$ cat config.mk
export PLATFORM = sky130hd
export DESIGN_NAME = i2c_write_controller
export DESIGN_NICKNAME = d
export VERILOG_FILES = /design/src/rtl/i2c_pkg.sv /design/src/rtl/i2c_tick_detect.sv /design/src/rtl/i2c_write_controller.sv
export SDC_FILE = /design/constraint.sdc
export NUM_CORES = 1
export LEC_CHECK = 0
export ABC_CLOCK_PERIOD_IN_PS = 3210
export BUFFER_PORTS_ARGS = -buffer_cell sky130_fd_sc_hd__buf_2
export CORE_UTILIZATION = 56
export DETAILED_ROUTE_END_ITERATION = 10
export GPL_ROUTABILITY_DRIVEN = 0
export HOLD_SLACK_MARGIN = 0.02
export PLACE_DENSITY = 0.78
export SKIP_LAST_GASP = 1
export SYNTH_ARGS = -nofsm -noshare
export SYNTH_HDL_FRONTEND = slang
export SYNTH_SLANG_ARGS = --single-unit
$ cat constraint.sdc
create_clock -name clock -period 3.21 [get_ports clock]
set_clock_uncertainty 0.2 [all_clocks]
set_input_delay 0 -clock clock [delete_from_list [all_inputs] [get_ports clock]]
set_output_delay 0 -clock clock [all_outputs]
set_load 0.03 [all_outputs]
$ cat src/rtl/i2c_pkg.sv
// Shared definitions for the I2C master controllers: state set, bit-phase
// numbering and the R/W bit value used for writes.
package i2c_pkg;

  typedef enum logic [2:0] {
    IDLE,
    START,
    ADDR,
    ACK1,
    DATA,
    ACK2,
    STOP
  } state_t;

  localparam logic [1:0] PH_SETUP  = 2'd0;
  localparam logic [1:0] PH_RISE   = 2'd1;
  localparam logic [1:0] PH_SAMPLE = 2'd2;
  localparam logic [1:0] PH_FALL   = 2'd3;

  localparam logic W_BIT = 1'b0;

endpackage

$ cat src/rtl/i2c_tick_detect.sv
// Rising-edge detector on the baud-rate generator's ClockI2C square wave.
// Tick is a one-clock pulse in the cycle after each ClockI2C rising edge.
module i2c_tick_detect (
  input  logic clock,
  input  logic Reset,
  input  logic ClockI2C,
  output logic Tick
);

  logic clk_i2c_q;

  // Delayed copy of ClockI2C for edge detection.
  always_ff @(posedge clock or negedge Reset) begin
    if (!Reset) clk_i2c_q <= 1'b0;
    else        clk_i2c_q <= ClockI2C;
  end

  assign Tick = ClockI2C & ~clk_i2c_q;

endmodule

$ cat src/rtl/i2c_write_controller.sv
// Single-byte I2C master write: START, address + W, ACK, data byte, ACK, STOP.
// Each bit spans four Ticks; SCL and SDAOutEn are registered outputs decoded
// from the next state/phase so they line up with the state register.
module i2c_write_controller
  import i2c_pkg::*;
#(
  parameter int ADDR_WIDTH = 7,
  parameter int DATA_WIDTH = 8
) (
  input  logic                  clock,
  input  logic                  Reset,
  input  logic                  ClockI2C,
  input  logic                  Go,
  input  logic [ADDR_WIDTH-1:0] Address,
  input  logic [DATA_WIDTH-1:0] Data,
  input  logic                  SDAIn,
  output logic                  BaudEnable,
  output logic                  SCL,
  output logic                  SDAOutEn,
  output logic                  Busy,
  output logic                  Done,
  output logic                  AckError
);

  localparam logic [2:0] ADDR_LAST = 3'(ADDR_WIDTH);
  localparam logic [2:0] DATA_LAST = 3'(DATA_WIDTH - 1);

  state_t                state, state_n;
  logic [1:0]            phase, phase_n;
  logic [2:0]            bitcnt, bitcnt_n;
  logic [ADDR_WIDTH:0]   addr_sr, addr_sr_n;
  logic [DATA_WIDTH-1:0] data_sr, data_sr_n;
  logic                  ack_err, ack_err_n;
  logic                  done_q, done_n;
  logic                  scl_q, scl_n;
  logic                  sda_oe_q, sda_oe_n;
  logic                  tick;

  i2c_tick_detect u_tick (
    .clock    (clock),
    .Reset    (Reset),
    .ClockI2C (ClockI2C),
    .Tick     (tick)
  );

  // Next-state logic plus pad-level decode of the next state/phase.
  always_comb begin
    state_n   = state;
    phase_n   = phase;
    bitcnt_n  = bitcnt;
    addr_sr_n = addr_sr;
    data_sr_n = data_sr;
    ack_err_n = ack_err;
    done_n    = 1'b0;

    if (state == IDLE) begin
      // A coincident Tick is deliberately not consumed on acceptance.
      if (Go) begin
        state_n   = START;
        phase_n   = PH_SETUP;
        bitcnt_n  = '0;
        addr_sr_n = {Address, W_BIT};
        data_sr_n = Data;
        ack_err_n = 1'b0;
      end
    end else if (tick) begin
      phase_n = phase + 2'd1;
      if ((state == ACK1 || state == ACK2) && phase == PH_SAMPLE && SDAIn)
        ack_err_n = 1'b1;
      if (phase == PH_FALL) begin
        case (state)
          START: begin
            state_n  = ADDR;
            bitcnt_n = '0;
          end
          ADDR: begin
            addr_sr_n = {addr_sr[ADDR_WIDTH-1:0], 1'b0};
            bitcnt_n  = bitcnt + 3'd1;
            if (bitcnt == ADDR_LAST) begin
              state_n  = ACK1;
              bitcnt_n = '0;
            end
          end
          ACK1: state_n = ack_err ? STOP : DATA;
          DATA: begin
            data_sr_n = {data_sr[DATA_WIDTH-2:0], 1'b0};
            bitcnt_n  = bitcnt + 3'd1;
            if (bitcnt == DATA_LAST) begin
              state_n  = ACK2;
              bitcnt_n = '0;
            end
          end
          ACK2: state_n = STOP;
          STOP: begin
            state_n = IDLE;
            done_n  = 1'b1;
          end
          default: state_n = IDLE;
        endcase
      end
    end

    scl_n    = 1'b1;
    sda_oe_n = 1'b0;
    case (state_n)
      START: begin
        scl_n    = (phase_n != PH_FALL);
        sda_oe_n = (phase_n == PH_SAMPLE) || (phase_n == PH_FALL);
      end
      ADDR: begin
        scl_n    = (phase_n == PH_RISE) || (phase_n == PH_SAMPLE);
        sda_oe_n = ~addr_sr_n[ADDR_WIDTH];
      end
      DATA: begin
        scl_n    = (phase_n == PH_RISE) || (phase_n == PH_SAMPLE);
        sda_oe_n = ~data_sr_n[DATA_WIDTH-1];
      end
      ACK1, ACK2: begin
        scl_n    = (phase_n == PH_RISE) || (phase_n == PH_SAMPLE);
        sda_oe_n = 1'b0;
      end
      STOP: begin
        scl_n    = (phase_n != PH_SETUP);
        sda_oe_n = (phase_n == PH_SETUP) || (phase_n == PH_RISE);
      end
      default: begin
        scl_n    = 1'b1;
        sda_oe_n = 1'b0;
      end
    endcase
  end

  // State, datapath and registered pad outputs.
  always_ff @(posedge clock or negedge Reset) begin
    if (!Reset) begin
      state    <= IDLE;
      phase    <= PH_SETUP;
      bitcnt   <= '0;
      addr_sr  <= '0;
      data_sr  <= '0;
      ack_err  <= 1'b0;
      done_q   <= 1'b0;
      scl_q    <= 1'b1;
      sda_oe_q <= 1'b0;
    end else begin
      state    <= state_n;
      phase    <= phase_n;
      bitcnt   <= bitcnt_n;
      addr_sr  <= addr_sr_n;
      data_sr  <= data_sr_n;
      ack_err  <= ack_err_n;
      done_q   <= done_n;
      scl_q    <= scl_n;
      sda_oe_q <= sda_oe_n;
    end
  end

  assign Busy       = (state != IDLE);
  assign BaudEnable = Busy;
  assign Done       = done_q;
  assign AckError   = ack_err;
  assign SCL        = scl_q;
  assign SDAOutEn   = sda_oe_q;

endmodule

[After elaboration in Yosys (flattened, before gate mapping)]
Index checks and enable logic that the tools add are counted.
Widths: inputs -> output; s select.
Storage, ports and cells
  bits in registers: 29
  bits of input ports: 20
  output and inout port bits: 6
  logic and storage cells: 97
Cells by class
  add/subtract/negate cells: 2
  equality and inequality tests: 20
  muxes and demuxes: 37
  bitwise gates (word level): 4
  reductions and logical operators: 22
Operators with widths (count)
  $mux 8: 10
  $mux 3: 11
  $eq 3x3->1 const B: 7
  $pmux 3 s5: 1
  $eq 3x2->1 const B: 4
  $reduce_and 4->1: 3
  $reduce_bool 2->1: 6
  $eq 2x2->1 const B: 4
  $mux 1: 8
  $mux 2: 4
  $eq 3x1->1 const B: 2
  $pmux 3 s2: 1
  $reduce_bool 3->1: 2
  $logic_or 1x1->1: 4
  $ne 2x2->1 const B: 2
  $pmux 1 s4: 1
  $reduce_or 4->1: 1
  $add 3x1->3 const B: 1
  $logic_not 3->1: 1
  $not 1->1: 3
  $pmux 1 s3: 1
  $reduce_and 3->1: 1
  $add 2x1->2 const B: 1
  $eq 2x1->1 const B: 1
  other kinds (4): 5

[Longest topological paths before layout]
  word-level depth: 9
  gate-level depth with buffers: 10
  gate-level depth less buffers: 9

[Modules after synthesis]
Synthesis repeated with hierarchy kept, for this count alone.
Second synthesis, totals
  cells, all modules: 150
  area total of the unflattened synthesis: 1577.8 um2
Modules (own cells, without submodules)
  i2c_write_controller: times used 1, cells an instance 148, area each 1539.0 um2, sequential area each 676.9 um2
  i2c_tick_detect: times used 1, cells an instance 2, area each 38.8 um2, sequential area each 25.0 um2

[Worst setup path after synthesis]
No wires, ideal clock.
  path type: flip-flop to flip-flop
  start: reg state[1]
  end: reg sda_oe_q (netlist: SDAOutEn)
  library setup time: 0.080 ns
  arrival time: 2.205 ns
  required time: 2.930 ns
  path slack: 0.725 ns
  cell stages (with the launch flop): 11
  path buffers: 1
  clock period less this slack: 2.485 ns
  path through: dfrtp_1 buf_2 nor2_1 nand2_1 nand2_1 mux2_2 inv_2 ha_1 o22ai_1 or2_2 o211ai_2
Between the ends
  elaborated cells between the ends (all ways): 35
  those cells by class: eq/ne (12); mux (17); bitwise (2); reduce/logical (4)
RTL lines
  start, declared: RTL line i2c_write_controller.sv:28  | state_t state, state_n;
  start signal, assigned: RTL line i2c_write_controller.sv:146  | state <= state_n;
  $logic_not 3->1 *: RTL line i2c_write_controller.sv:56  | if (state == IDLE) begin
  $mux 2 *: RTL line i2c_write_controller.sv:56
  net phase_n[0]: RTL line i2c_write_controller.sv:29  | logic [1:0] phase, phase_n;
  $eq 2x1->1, or another cell as far along: RTL line i2c_write_controller.sv:124  | sda_oe_n = (phase_n == PH_SETUP) || (phase_n == PH_RISE);
  $logic_or 1x1->1 (on tied branches): RTL line i2c_write_controller.sv:124, i2c_write_controller.sv:108
  $pmux 1 s4 *: RTL line i2c_write_controller.sv:105  | case (state_n)
  net sda_oe_n: RTL line i2c_write_controller.sv:36  | logic sda_oe_q, sda_oe_n;
  end signal, assigned: RTL line i2c_write_controller.sv:154  | sda_oe_q <= sda_oe_n;
  end, declared: RTL line i2c_write_controller.sv:36
Mark *: on every way through the listed nets, which the timed path passes. The rest lies on a longest branch. The select of a mux whose other input is x is not followed.
A chain may end at the register's enable or synchronous reset.

[Final worst setup path]
Ends and elaborated chain as after synthesis.

==> results.json <==
{
  "run_status": "complete, no violations",
  "via_count": 1461,
  "slew_violations": 0,
  "path_class": "reg2reg",
  "ios": 26,
  "p_per_area_nw_per_um2": 761.7,
  "dieHeight_um": 56.39,
  "grt_start_max_net_pins": 20,
  "cts_num_sinks": 28,
  "p_leak_nw": 0.9736,
  "overflow": 0,
  "antenna_found_initial": 0,
  "avgRoutedWirePerCell_um": 15.81,
  "diodes": 0,
  "multi_input_area_um2": 870.8,
  "r2r-end": "SDAOutEn$_DFF_PN0_",
  "cts_tree": "built",
  "yosys_register_bits": 28,
  "grt_pass1_wl_um": 6575,
  "drive_gt1_share_pct": 22.43,
  "ys_async_sr_fraction_pct": 100.0,
  "critPathArrivalTime_ns": 2.65,
  "switching_share_pct": 42.36,
  "coreArea_um2": 2781,
  "cts_buffer_depth": 2,
  "dr.pass1.iters": 5,
  "drtAntennaViolNets": 0,
  "rsz0062_at_grt": "false",
  "hold_path.class": "in2reg",
  "synth_top_flop_cell": "dfrtp_1",
  "die_area_um2": 3180,
  "rrSetupSlack_ns": 0.62,
  "power_frac_seq_pct": 41.0,
  "areaGrowthSynthToFinish_pct": 24.02,
  "reg2reg_depth": 8,
  "cts_buffers": 3,
  "first_global_vias": 1427,
  "seq_area_frac_synth_pct": 42.37,
  "yosys_warnings": 0,
  "hold_start": "ClockI2C",
  "p_switching_mw": 0.6628,
  "clkPwrFrac_pct": 15.8,
  "fin_crit_sh_pct": 80.84,
  "tightest_slew_ns": 0.7460,
  "r2r-start": "state[1]$_DFF_PN0_",
  "start_util_pct": 59.56,
  "wirelength_um": 3874,
  "io_buffers": 25,
  "p_int_mw": 0.9020,
  "hold-path-endpoint": "u_tick.clk_i2c_q$_DFF_PN0_",
  "route.detailed.drc": 0,
  "setup.worst_path.end_class": "flip-flop",
  "die_w_um": 56.39,
  "start_kind": "flip-flop",
  "cp_max_fo": 15,
  "relSlewSlack_pct": 50.10,
  "root_buffer": "clkbuf_4",
  "setup_tns_ns": 0,
  "synth_fp_nets": 197,
  "rows": 19,
  "min_path_cells": 2,
  "pwr-share-comb_pct": 43.2,
  "maxCapViolCount": 0,
  "hold_ws_ns": 0.1849,
  "hold_violations": 0,
  "clk_pin_slew_ns": 0.16,
  "viasPerCell": 5.963,
  "regArea_um2": 701.9,
  "h-tree-depth": 1,
  "synth_cell_type_count": 48,
  "syn_area_um2": 1657,
  "worst_ep_required_time_ns": 3.26,
  "fillCellCount": 205,
  "setup_viol": 0,
  "fmax_mhz": 385.4,
  "vdd_drop_max_mv": 0.6902,
  "synthCells": 169,
  "avgSynthCellArea_um2": 9.802,
  "insertion_delay_ns": 0.35,
  "drt_iter0_markers": 124,
  "synth_edf_count": 0,
  "min_period_ns": 2.595,
  "hpwl_um": 2572,
  "final_net_count": 243,
  "grt_use_total_pct": 26.88
}
cell type report:
class	instances	share of cell area [%]
clock inverters	1	1.462
clock buffers	3	1.096
inverters	8	1.462
well taps	31	1.888
multi-input cells	125	42.39
flip-flops and latches	28	34.17
repair buffers	49	17.54
cells in the final DEF, fill, tap and decap left out, types with 2 or more instances in the layout:
cell	netlist	final
nor2_1	8	8
a22oi_1	11	11
o21a_1	2	2
o21ai_0	4	4
ha_1	8	8
a21oi_1	6	6
buf_4	1	2
dlygate4sd3_1	0	22
buf_2	4	25
dfrtp_1	27	27
nor3b_1	2	2
mux2i_1	2	2
nor2b_1	2	2
nand3_1	2	2
o22ai_1	4	4
a31oi_1	4	4
clkbuf_4	0	3
o2111ai_1	2	2
nor3_1	4	4
inv_1	7	7
nand2b_2	2	2
nand2_1	38	38
Yosys cell counts (all sizes together) (4+ instances only):
cell type,count,area [um2]
a21oi,6,30.03
a22oi,11,82.58
a31oi,4,25.02
buf,8,53.80
dfrtp,27,675.7
ha,8,100.1
inv,8,30.03
nand2,39,148.9
nor2,9,36.29
nor3,6,46.30
o21ai,5,25.02
o22ai,4,25.02
routing by layer:
layer | global-route usage (%) | vias to the layer above | part of all wire (%)
met3 | 4.147 | 5 | 5.2
met5 | 0 | - | 0
met4 | 6.969 | 0 | 1.0
li1 | - | 691 | -
met1 | 37.03 | 714 | 45
met2 | 44.56 | 51 | 48
stage by stage:
step	worst slack, ns	util (%)	total power [mW]	instance area, um2	std cells
after floorplan	0.7251	-	1.139	1657	169
after global placement	0.7634	64.06	1.256	1782	219
after detailed placement	0.6615	64.06	1.286	1782	219
after CTS	0.6387	73.86	1.544	2054	245
after global routing	0.5228	73.86	1.679	2054	245
final	0.6150	73.86	1.565	2054	245
critical path, cell delays in order (launching register included):
cell and delay, ns:
dfrtp_1 0.59, or4b_1 0.79, nand2_1 0.13, mux2_2 0.19, inv_2 0.06, ha_1 0.22
o22ai_1 0.12, or2_2 0.13, o211ai_2 0.07
flip-flops by register name, summed over array words and instances, names as in the netlist:
register / flops
phase: 2
AckError: 1
bitcnt: 3
SDAOutEn: 1
addr_sr: 7
SCL: 1
data_sr: 8
Done: 1
state: 3
u_tick.clk_i2c_q: 1
what timing repair did:
| item | CTS | global route |
|---|---|---|
| gates resized for setup | 0 | 0 |
| endpoints found under the hold margin | 48 | 0 |
| buffers inserted | 0 | 0 |
| endpoints found under the setup margin | 0 | 0 |
| hold buffers | 22 | 0 |
power by group through the flow:
stage               Sequential, mW  Clock, mW  Combinational, mW
floorplan                    0.618          0              0.521
global placement             0.634          0              0.622
detailed placement           0.644          0              0.642
CTS                          0.637      0.240              0.668
global route                 0.660      0.253              0.766
finish                       0.641      0.247              0.676
cell families (layout without fill, tap and decap cells):
group / Yosys count / after routing / share of synthesized area [%]
simple gates: 70 / 70 / 23.94
compound gates: 43 / 43 / 20.01
flops: 28 / 28 / 42.37
buf+inv: 16 / 61 / 5.060
fa+ha+maj: 8 / 8 / 6.043
mux: 4 / 4 / 2.568
worst max-delay path by stage:
stage,from,endpoint,slack [ns],depth (start not counted)
after floorplan,state[1]$_DFF_PN0_,SDAOutEn$_DFF_PN0_,0.73,10
after global placement,state[1]$_DFF_PN0_,SDAOutEn$_DFF_PN0_,0.76,8
after detailed placement,state[1]$_DFF_PN0_,SDAOutEn$_DFF_PN0_,0.66,8
after CTS,state[1]$_DFF_PN0_,SDAOutEn$_DFF_PN0_,0.64,8
after global routing,state[1]$_DFF_PN0_,SDAOutEn$_DFF_PN0_,0.52,8
final,state[1]$_DFF_PN0_,SDAOutEn$_DFF_PN0_,0.62,8
(Power assumes the default switching activity.)
